## src/rtl/sp_bram_acc_pkg.sv

```systemverilog
// Shared types for the single-port BRAM burst engine.
package sp_bram_acc_pkg;
  typedef enum logic [1:0] {
    IDLE  = 2'd0,
    WRITE = 2'd1,
    READ  = 2'd2,
    DRAIN = 2'd3
  } state_t;

  localparam int FIFO_DEPTH = 2;
endpackage

```

## src/rtl/sp_bram_acc_fifo2.sv

```systemverilog
// Two-entry FIFO holding {last, data} read beats; push and pop may coincide.
module sp_bram_acc_fifo2
  import sp_bram_acc_pkg::*;
#(
  parameter int W = 17
) (
  input  logic         clk,
  input  logic         rst_n,
  input  logic         push,
  input  logic [W-1:0] din,
  input  logic         pop,
  output logic [W-1:0] dout,
  output logic         empty,
  output logic [1:0]   count
);
  logic [FIFO_DEPTH-1:0][W-1:0] mem;
  logic wptr, rptr;
  logic do_push, do_pop;

  assign do_pop  = pop && (count != 2'd0);
  assign do_push = push && ((count != 2'(FIFO_DEPTH)) || do_pop);

  always_ff @(posedge clk or negedge rst_n) begin
    if (!rst_n) begin
      mem   <= '0;
      wptr  <= 1'b0;
      rptr  <= 1'b0;
      count <= 2'd0;
    end else begin
      if (do_push) begin
        mem[wptr] <= din;
        wptr      <= ~wptr;
      end
      if (do_pop) rptr <= ~rptr;
      count <= count + {1'b0, do_push} - {1'b0, do_pop};
    end
  end

  assign dout  = mem[rptr];
  assign empty = (count == 2'd0);
endmodule

```

## src/rtl/sp_bram_acc.sv

```systemverilog
// Burst initiator for a write-first single-port BRAM with one-cycle read latency.
module sp_bram_acc
  import sp_bram_acc_pkg::*;
#(
  parameter int G_ADDR  = 6,
  parameter int G_WIDTH = 16,
  parameter int G_LEN   = 4
) (
  input  logic               clk,
  input  logic               rst_n,
  input  logic               cmd_vld,
  output logic               cmd_rdy,
  input  logic               cmd_wr,
  input  logic [G_ADDR-1:0]  cmd_addr,
  input  logic [G_LEN-1:0]   cmd_len,
  input  logic [G_WIDTH-1:0] wr_data,
  input  logic               wr_vld,
  output logic               wr_rdy,
  output logic [G_WIDTH-1:0] rd_data,
  output logic               rd_vld,
  input  logic               rd_rdy,
  output logic               rd_last,
  output logic               ram_we,
  output logic [G_ADDR-1:0]  ram_addr,
  output logic [G_WIDTH-1:0] ram_din,
  input  logic [G_WIDTH-1:0] ram_dout,
  output logic               busy
);
  state_t state, state_nx;
  logic [G_ADDR-1:0]  addr_q;
  logic [G_LEN-1:0]   cnt_q;
  logic               inflight, infl_last;
  logic [1:0]         fifo_count;
  logic               fifo_empty;
  logic [G_WIDTH:0]   fifo_dout;
  logic               cmd_hs, wr_hs, issue, pop, last_beat;
  logic [2:0]         credit_use;

  assign last_beat  = (cnt_q == '0);
  assign pop        = rd_vld && rd_rdy;
  // Slots already committed to the FIFO once this cycle's pop retires.
  assign credit_use = {1'b0, fifo_count} + {2'b0, inflight} - {2'b0, pop};
  assign issue      = (state == READ) && (credit_use < 3'd2);
  assign wr_hs      = (state == WRITE) && wr_vld;
  assign cmd_hs     = cmd_vld && cmd_rdy;

  always_comb begin
    state_nx = state;
    cmd_rdy  = 1'b0;
    wr_rdy   = 1'b0;
    ram_we   = 1'b0;
    ram_din  = '0;
    unique case (state)
      IDLE: begin
        cmd_rdy = rst_n;
        if (cmd_vld && rst_n) state_nx = cmd_wr ? WRITE : READ;
      end
      WRITE: begin
        wr_rdy  = 1'b1;
        ram_we  = wr_vld;
        ram_din = wr_data;
        if (wr_vld && last_beat) state_nx = IDLE;
      end
      READ: begin
        if (issue && last_beat) state_nx = DRAIN;
      end
      DRAIN: begin
        if (!inflight && fifo_empty) state_nx = IDLE;
      end
    endcase
  end

  always_ff @(posedge clk or negedge rst_n) begin
    if (!rst_n) begin
      state     <= IDLE;
      addr_q    <= '0;
      cnt_q     <= '0;
      inflight  <= 1'b0;
      infl_last <= 1'b0;
    end else begin
      state     <= state_nx;
      inflight  <= issue;
      infl_last <= issue && last_beat;
      if (cmd_hs) begin
        addr_q <= cmd_addr;
        cnt_q  <= cmd_len;
      end else if (wr_hs || issue) begin
        addr_q <= addr_q + 1'b1;
        cnt_q  <= cnt_q - 1'b1;
      end
    end
  end

  sp_bram_acc_fifo2 #(.W(G_WIDTH + 1)) u_fifo (
    .clk   (clk),
    .rst_n (rst_n),
    .push  (inflight),
    .din   ({infl_last, ram_dout}),
    .pop   (pop),
    .dout  (fifo_dout),
    .empty (fifo_empty),
    .count (fifo_count)
  );

  assign rd_vld   = !fifo_empty;
  assign rd_data  = rd_vld ? fifo_dout[G_WIDTH-1:0] : '0;
  assign rd_last  = rd_vld && fifo_dout[G_WIDTH];
  assign ram_addr = addr_q;
  assign busy     = (state != IDLE);
endmodule

```

## config.mk

```make
export PLATFORM = sky130hd
export DESIGN_NAME = sp_bram_acc
export DESIGN_NICKNAME = d
export VERILOG_FILES = /design/src/rtl/sp_bram_acc_pkg.sv /design/src/rtl/sp_bram_acc_fifo2.sv /design/src/rtl/sp_bram_acc.sv
export SDC_FILE = /design/constraint.sdc
export NUM_CORES = 1
export LEC_CHECK = 0
export CORE_MARGIN = 3
export CORE_UTILIZATION = 49
export DETAILED_ROUTE_END_ITERATION = 6
export PLACE_DENSITY = 0.84
export SLEW_MARGIN = 20
export SYNTH_ARGS = -nofsm -noshare
export SYNTH_HDL_FRONTEND = slang
export SYNTH_SLANG_ARGS = --single-unit
```

## constraint.sdc

```tcl
create_clock -name clk -period 7.5 [get_ports clk]
set_input_delay 1.5 -clock clk [delete_from_list [all_inputs] [get_ports clk]]
set_output_delay 1.5 -clock clk [all_outputs]
set_load 0.01 [all_outputs]
```

==> flow_summary_export.csv <==
group,metric,value,unit
run_status,status,"finished clean",
synthesis,syn_area,2733,µm²
setup_path,cp_slowest_stage_delay,0.54,ns
worst_hold_path,holdCritPathClass,"flip-flop to flip-flop",
sta,tns,0,ns
clock_network,clk_latency,0.30,ns
placed_design,place_hpwl,4113,µm
placed_design,place_congestion,0.7326,
synthesis,yosys_warnings,0,
setup_path,crit_arrival,2.88,ns
detailed_routing,routedWlPerCell,14.08,µm
setup_path,critical_path_class,"input pin to output pin",
layout,final_cell_mix,"clkdlybuf4s50_1 (90), dfrtp_1 (52), nor2_1 (27), mux2_2 (23), and2_1 (19)",
sta,drv_slew,0,
synthesis,ys.flop_type,"dfrtp_1",
detailed_routing,routed_via_density,5.023,
clock_network,clkSlewWorstSetupHoldPaths,0.09,ns
setup_path,critPathLaunchType,"input pin",
flow_run,drv_cap,0,
layout,fill_cells,392,
grt,met3_usage,4.709,%
grt,grt_pass1_wl,9542,µm
layout,antenna_cells,0,
sta,rsz0062_at_grt,"false",
floorplanning,dieArea,6508,µm²
power_and_ir_drop,total_power,1.421,mW
grt,grt-ovfl-total,0,
synthesis,syn-num-nets,295,
sta,relSlewSlack,34.33,%
synthesis,avgSynthCellArea,11.39,µm²
synthesis,synth_edf_count,0,
clock_network,h-tree-depth,2,
detailed_routing,wirelength,5631,µm
sta,finalCritPeriodShare,58.34,%
detailed_routing,vias,2009,
power_and_ir_drop,power.leakage,1.623,nW
grt,grt_pass1_vias,2153,
placed_design,io_buffers,91,
power_and_ir_drop,vdd.ir_drop.worst,0.0002176,V
floorplanning,die_x,80.68,µm
clock_network,cts_post_setup_buffers_inserted,0,
setup_path,crit_slowest_cell,"clkdlybuf4s50_1",
floorplanning,die_height,80.68,µm
setup_path,cp_max_fo,57,
sta,fin_crit,4.375,ns
grt,antenna_found_initial,0,
sta,max_freq,228.5,MHz
clock_network,cts-root-buf,"clkbuf_8",
detailed_routing,drt_iter0_markers,49,
detailed_routing,antenna_left,0,
floorplanning,ios,92,
clock_network,cts_tree,"built",
layout,area_growth,37.68,%
clock_network,cts_resized,0,
grt,gr-usage-met1,23.66,%
grt,grt_use_total,18.67,%
synthesis,syn_inst,240,
floorplanning,core_area,5238,µm²
setup_path,worstPathRequired,6.00,ns
sta,tightestPinTransition,0.9851,ns
sta,skew,0.01008,ns
power_and_ir_drop,power.density,377.8,nW/µm²
clock_network,cts_buffers,5,
layout,nets,384,
clock_network,clk_path_buf_depth,2,
layout,final_common_cell,"clkdlybuf4s50_1",
synthesis,synthArstFlopShare,100.0,%
clock_network,cts-hold-fix-buffers,0,
detailed_routing,drc,0,
clock_network,clkSinkCount,52,
sta,hold_viol_final,0,
setup_path,endpoint_kind,"output pin",
setup_path,path_cells,"buf_2, buf_4, inv_1, nor2_1, clkdlybuf4s50_1",
detailed_routing,drt_first_pass_iters,4,
synthesis,synth_seq_cells,52,
grt,use_met2,32.37,%
sta,setup_viol,0,
setup_path,reg2reg_slack,4.34,ns
layout,drive_gt1_share,13.03,%
floorplanning,start_util,52.17,%
grt,grt.busiest_layer,"met2",
grt,grt_start_max_net_pins,58,
synthesis,synth_cell_type_count,41,
floorplanning,fp-row-count,26,
synthesis,yosysSeqAreaShare,47.62,%
-- state kept, by name, indices dropped and copies added (netlist names) --
signal / cells
inflight: 1
u_fifo.rptr: 1
u_fifo.wptr: 1
infl_last: 1
ram_addr: 6
u_fifo.count: 2
u_fifo.mem: 34
cnt_q: 4
state: 2
-- power breakdown --
part	total (mW)	leakage, nW	internal, mW	switching, mW
sequential	0.519	0.619	0.411	0.108
combinational	0.736	0.961	0.425	0.311
clock	0.166	0.0434	0.0748	0.0909
-- worst max-delay path: cells and delay by family --
kind / cells / cell delay [ns]
buffers and inverters: 4 / 1.24
AND/OR/NAND/NOR: 1 / 0.12
-- routing by layer --
metal,part of all wire [%],vias up
li1,-,993
met1,44,941
met2,48,70
met3,6.8,5
met4,0.78,0
met5,0,-
-- synthesized netlist by cell type (2+ instances only) --
library cell / n / area (µm²)
inv_2: 2 / 7.510
inv_1: 9 / 33.78
mux2i_1: 18 / 180.2
buf_6: 2 / 22.52
nor2b_1: 2 / 12.51
mux2_1: 13 / 146.4
dfrtp_1: 52 / 1301
nor2_1: 27 / 101.4
nand3b_1: 2 / 15.01
o21ai_0: 7 / 35.03
clkbuf_1: 2 / 7.510
a21oi_1: 4 / 20.02
nand3_1: 2 / 10.01
or3_1: 5 / 31.28
xor2_1: 3 / 26.28
nor3b_1: 4 / 30.03
ha_1: 6 / 75.07
a31oi_1: 5 / 31.28
mux2_2: 23 / 259.0
xnor2_1: 3 / 26.28
nand2_1: 8 / 30.03
buf_2: 4 / 20.02
and2_1: 19 / 118.9
-- stage by stage --
step	instance area, µm²	hold slack, ns	worst slack, ns	utilization, %	std cells
2_1_floorplan	2733	0.4522	4.050	-	240
3_3_place_gp	3665	0.4670	3.110	69.97	392
3_5_place_dp	3665	0.4780	3.104	69.97	392
4_1_cts	3762	0.4982	3.087	71.83	400
5_1_grt	3762	0.5180	2.946	71.83	400
6_report	3762	0.4974	3.125	71.83	400
-- cells by family after synthesis --
| logic type | share of synthesized area, % |
|---|---|
| flops | 47.62 |
| mux | 21.43 |
| simple gates | 15.48 |
| compound gates | 5.769 |
| fa+ha+maj | 3.480 |
| xor+xnor | 1.923 |
| buf+inv | 4.304 |
-- final cells by class --
type | count | area, µm² | area share (%)
flip-flops and latches | 52 | 1301 | 34.59
inverters | 11 | 41.29 | 1.097
well taps | 70 | 87.58 | 2.328
multi-input cells | 166 | 1314 | 34.92
clock inverters | 2 | 15.01 | 0.3991
clock buffers | 6 | 82.58 | 2.195
repair buffers | 93 | 920.9 | 24.48
-- worst paths after layout --
path                                                    to  cells past startpoint                       from
worst max-delay path                               cmd_rdy                      5                      rst_n
worst max register to register     ram_addr[3]$_DFFE_PN0P_                     12  u_fifo.count[1]$_DFF_PN0_
worst min-delay path            u_fifo.mem[33]$_DFFE_PN0P_                      1        infl_last$_DFF_PN0_
worst min register to register  u_fifo.mem[33]$_DFFE_PN0P_                      1        infl_last$_DFF_PN0_
max in group asynchronous       u_fifo.mem[33]$_DFFE_PN0P_                      2                      rst_n
min in group asynchronous             cnt_q[0]$_DFFE_PN0P_                      2                      rst_n
Note: power is estimated with default switching activity, not from simulation.
==> edit 1, RTL diff (same flow settings) <==
Set the parameter `G_ADDR` to 12 (it was 6).
--- a/src/rtl/sp_bram_acc.sv
+++ b/src/rtl/sp_bram_acc.sv
@@ -2,7 +2,7 @@
 module sp_bram_acc
   import sp_bram_acc_pkg::*;
 #(
-  parameter int G_ADDR  = 6,
+  parameter int G_ADDR  = 12,
   parameter int G_WIDTH = 16,
   parameter int G_LEN   = 4
 ) (
Interface: changed (resized cmd_addr and ram_addr); port bits go from 92 to 104. The function was not compared with the original's and may differ.
==> edit 1 against the original RTL <==
  * Combinational power up 15%
  * Worst setup slack lost 53 ps
  * Wire length is 18% higher
  * Sequential power grew 17%
  * Area after synthesis rose by 11%
  * Power is 23% higher
  * Design area grew 13%
  * Sequential cell count up 6
  * Largest cell class is now registers
  * Highest routed layer unchanged
==> edit 1: results (changes against the original RTL) <==
metric;value;unit;change
Critical Path Fanout Max;60;;+5.3%
Mapped Nets;333;;+13%
Commonest cells post-synth;58 x dfrtp_1, 38 x nor2_1, 24 x mux2_2;;
pre-CTS setup slack;3022;ps;-82.05 ps
Starting Density;51.03;%;-1.1 points
TritonCTS buffer count;9;;+4
Avg Vias per Cell;5.027;;about the same
insertion delay to the later sink of the worst-skew pair;330;ps;+30 ps
Critical Path AT;2930;ps;+50 ps
clock transition at the registers of the reported paths;50;ps;-40 ps
M1 wire length;3058;microns;+24%
largest net degree at the start of global routing;61;;+5.2%
slack of the critical path;3072;ps;-52.84 ps
PortBufs;103;;+13%
first-pass GRT wire length;11030;microns;+16%
met1 Usage GRT;25.68;%;+2.0 points
Setup Skew;13.90;ps;+3.821 ps
peak supply drop;237.0;uV;+8.9%
Global Route met3 Usage;5.005;%;+0.30 points
Seq/Total Area, Yosys;47.76;%;+0.14 points
library cells used by synthesis;39;;-4.9%
drt wl/cell;14.69;microns;+4.3%
crit path max-delay cell type;buf_4;;
vias in the first global route;2307;;+7.2%
status;finished, final reports clean;;
DP Wirelength;4767;microns;+16%
Slew headroom;31.56;%;-2.8 points
Sw Pwr;0.6106;mW;+20%
Leak;1.862;nW;+15%
Total GRT Usage;19.07;%;+0.41 points
DRT iter0 DRCs;72;;+47%
==> edit 1: cell types whose count changed in the layout (fill, tap and decap cells not counted), moves of 6 or more <==
cell / unedited run / this run
dfrtp_1: 52 / 58
nor2_1: 27 / 38
clkbuf_8: 6 / 12
a21oi_1: 4 / 17
mux2_1: 13 / 0
mux2_4: 0 / 10
clkdlybuf4s50_1: 90 / 102
xor2_1: 3 / 15
==> edit 1: through the flow <==
stage / util (%) / cell area [sq um] / cells / hold slack (ps) / total power [mW]
2_1_floorplan: - / 3039 / 272 / 463.4 / 1.129
3_3_place_gp: 68.24 / 4064 / 437 / 485.6 / 1.428
3_5_place_dp: 68.24 / 4064 / 437 / 494.5 / 1.465
4_1_cts: 71.66 / 4268 / 452 / 509.2 / 1.768
5_1_grt: 71.66 / 4268 / 452 / 515.6 / 1.873
6_report: 71.66 / 4268 / 452 / 506.7 / 1.751
==> edit 1: critical path, delay by kind of cell <==
family                 cells  cell delay [ps]
and+or+nand+nor            1              120
buffers and inverters      4             1270
==> edit 1: cells by family after synthesis <==
kind of cell             share of synthesized area (%)
AO/OA/AOI/OAI                                    4.158
XOR/XNOR                                         5.188
adder cells (fa/ha/maj)                          3.129
buffers and inverters                            4.611
flip-flops                                       47.76
multiplexers                                     19.76
AND/OR/NAND/NOR                                  15.40
==> edit 1: power by group through the flow <==
stage,registers (mW),logic (mW),clock network (mW)
6_report,0.608,0.848,0.295
4_1_cts,0.608,0.859,0.301
3_5_place_dp,0.612,0.853,0
5_1_grt,0.633,0.923,0.317
2_1_floorplan,0.576,0.553,0
3_3_place_gp,0.601,0.827,0
==> edit 1: layout make-up <==
class,count,area (sq um)
clock buffers,13,168.9
repair buffers,105,1041
fillers,441,1688
flip-flops and latches,58,1451
well taps,75,93.84
inverters,8,30.03
multi-input cells,191,1448
clock inverters,2,35.03
==> edit 2, RTL diff (same settings) <==
Without the edit above. Make the reset (`rst_n`) synchronous in 2 clocked blocks.
--- a/src/rtl/sp_bram_acc_fifo2.sv
+++ b/src/rtl/sp_bram_acc_fifo2.sv
@@ -20,7 +20,7 @@
   assign do_pop  = pop && (count != 2'd0);
   assign do_push = push && ((count != 2'(FIFO_DEPTH)) || do_pop);
 
-  always_ff @(posedge clk or negedge rst_n) begin
+  always_ff @(posedge clk) begin
     if (!rst_n) begin
       mem   <= '0;
       wptr  <= 1'b0;
--- a/src/rtl/sp_bram_acc.sv
+++ b/src/rtl/sp_bram_acc.sv
@@ -70,7 +70,7 @@
     endcase
   end
 
-  always_ff @(posedge clk or negedge rst_n) begin
+  always_ff @(posedge clk) begin
     if (!rst_n) begin
       state     <= IDLE;
       addr_q    <= '0;
Formal check against the unedited RTL: differs if rst_n is asserted again (counterexample within 4 cycles, from zero or initial values and one cycle with rst_n low); with rst_n held inactive, the same outputs for 10 cycles.
==> edit 2 against the original RTL <==
  * Global-route usage grew 1.1 points
  * Clock skew fell by 4.3 ps
  * Wire length increased by 6.5%
  * Utilization shrank 0.40 points
  * Area after synthesis shrank 3.4%
  * Worst setup slack worse by 410 ps
  * Sequential share of layout area fell by 6.4 points
  * Register-to-register slack lost 240 ps
  * Count of clock-buffer cells in the layout rose by 1
  * Design area decreased by 1.8%
  * Sequential cell count stayed put
  * Critical path type unchanged
Power is not compared: it rests on default switching activity, and its combinational part moved more than twofold at a synthesized area within 25%.
==> edit 2: results (changes against the original RTL) <==
metric;value;unit;change
fill cell count;401;;+2.3%
FF-to-FF path depth;11;;-1
Critical Path Fanout Max;50;;-12%
insertion delay to the later sink of the worst-skew pair;300;ps;about the same
Area contributors post-synth;dfxtp_1 39%, mux2i_1 19%, nor2b_1 9.2%;;
library cells used by synthesis;36;;-12%
NumNets Final;422;;+9.9%
status;finished, final reports clean;;
fraction of layout cells with a size suffix above 1;4.348;%;-8.7 points
met1 Usage GRT;24.61;%;+0.95 points
Total GRT Usage;19.79;%;+1.1 points
Setup Skew;5.798;ps;-4.283 ps
DP Wirelength;4311;microns;+4.8%
Slew headroom;56.86;%;+23 points
largest net degree at the start of global routing;51;;-12%
pre-CTS setup slack;2705;ps;-398.8 ps
Mapped Nets;337;;+14%
GR Util met2;34.09;%;+1.7 points
drt wl/cell;13.69;microns;-2.7%
via count;2200;;+9.5%
Seq/Total Area, Yosys;39.45;%;-8.2 points
Commonest cells post-synth;52 x dfxtp_1, 51 x mux2i_1, 39 x nor2b_1;;
Global Route met3 Usage;4.402;%;-0.31 points
hold-critical path depth;2;;+1
Worst path max stage delay;610;ps;+70 ps
Worst Hold Class;flip-flop to flip-flop;;
DRT iter0 DRCs;54;;+10%
Synth top area share;39.45;%;-8.2 points
first-pass GRT wire length;10030;microns;+5.1%
H-tree depth;2;;unchanged
routability congestion estimate;0.7356;;+0.41%
Post-synth ARST share;0;%;-100 points
n_diodes;0;;unchanged
TritonCTS buffer count;5;;unchanged
Critical Path AT;3280;ps;+400 ps
## edit 2: changes by cell type in the layout (fill, tap and decap cells not counted), moves of 4 or more
cell	change
and2_1	+4
and3_1	+4
nor2b_1	+36
mux2i_1	+33
mux2_2	-23
mux2_1	-12
dfrtp_1	-52
dfxtp_1	+51
nor2_1	-7
## edit 2: cell families (layout without fill, tap and decap cells)
group | Yosys count | in the layout | synth area share, %
AO/OA/AOI/OAI | 29 | 29 | 7.302
flip-flops | 52 | 52 | 39.45
XOR/XNOR | 5 | 5 | 1.660
multiplexers | 52 | 52 | 19.77
buffers and inverters | 26 | 112 | 4.410
adder cells (fa/ha/maj) | 7 | 7 | 3.604
AND/OR/NAND/NOR | 111 | 111 | 23.80
## edit 2: metrics by stage
stage               hold WS, ps  cell area (sq um)  cells
finish                    521.2               3695    438
global route              545.1               3695    438
floorplan                 464.3               2639    282
detailed placement        497.0               3582    429
global placement          487.6               3582    429
CTS                       516.1               3676    437
## edit 2: worst paths after layout
check,from,end,slack [ps]
max,rst_n,cmd_rdy,2720
min,cnt_q[3],cnt_q[3],520
max reg2reg,u_fifo.count[1],cnt_q[1],4100
min reg2reg,cnt_q[3],cnt_q[3],520
## edit 2: report_power, final
group          total (mW)  internal [mW]  switching (mW)  leakage (nW)
clock               0.165         0.0751          0.0902        0.0445
sequential          0.354          0.308          0.0465         0.422
combinational       0.315          0.165           0.150         0.931
## edit 2: area by class of cell
class	instances	area (sq um)	area share (%)
multi-input cells	204	1489	40.30
flip-flops and latches	52	1042	28.21
repair buffers	95	948.4	25.67
well taps	70	87.58	2.370
clock buffers	7	86.33	2.337
inverters	9	33.78	0.9143
clock inverters	1	7.507	0.2032
## edit 2: per-layer routing
layer	vias up	routed length (microns)
met5	-	0
met1	1008	2781
met4	0	82
met2	60	2847
li1	1123	-
met3	9	285
## edit 2: worst max-delay path, delay by kind of cell
family                 cells  cell delay (ps)
buffers and inverters      3             1410
and+or+nand+nor            1              370
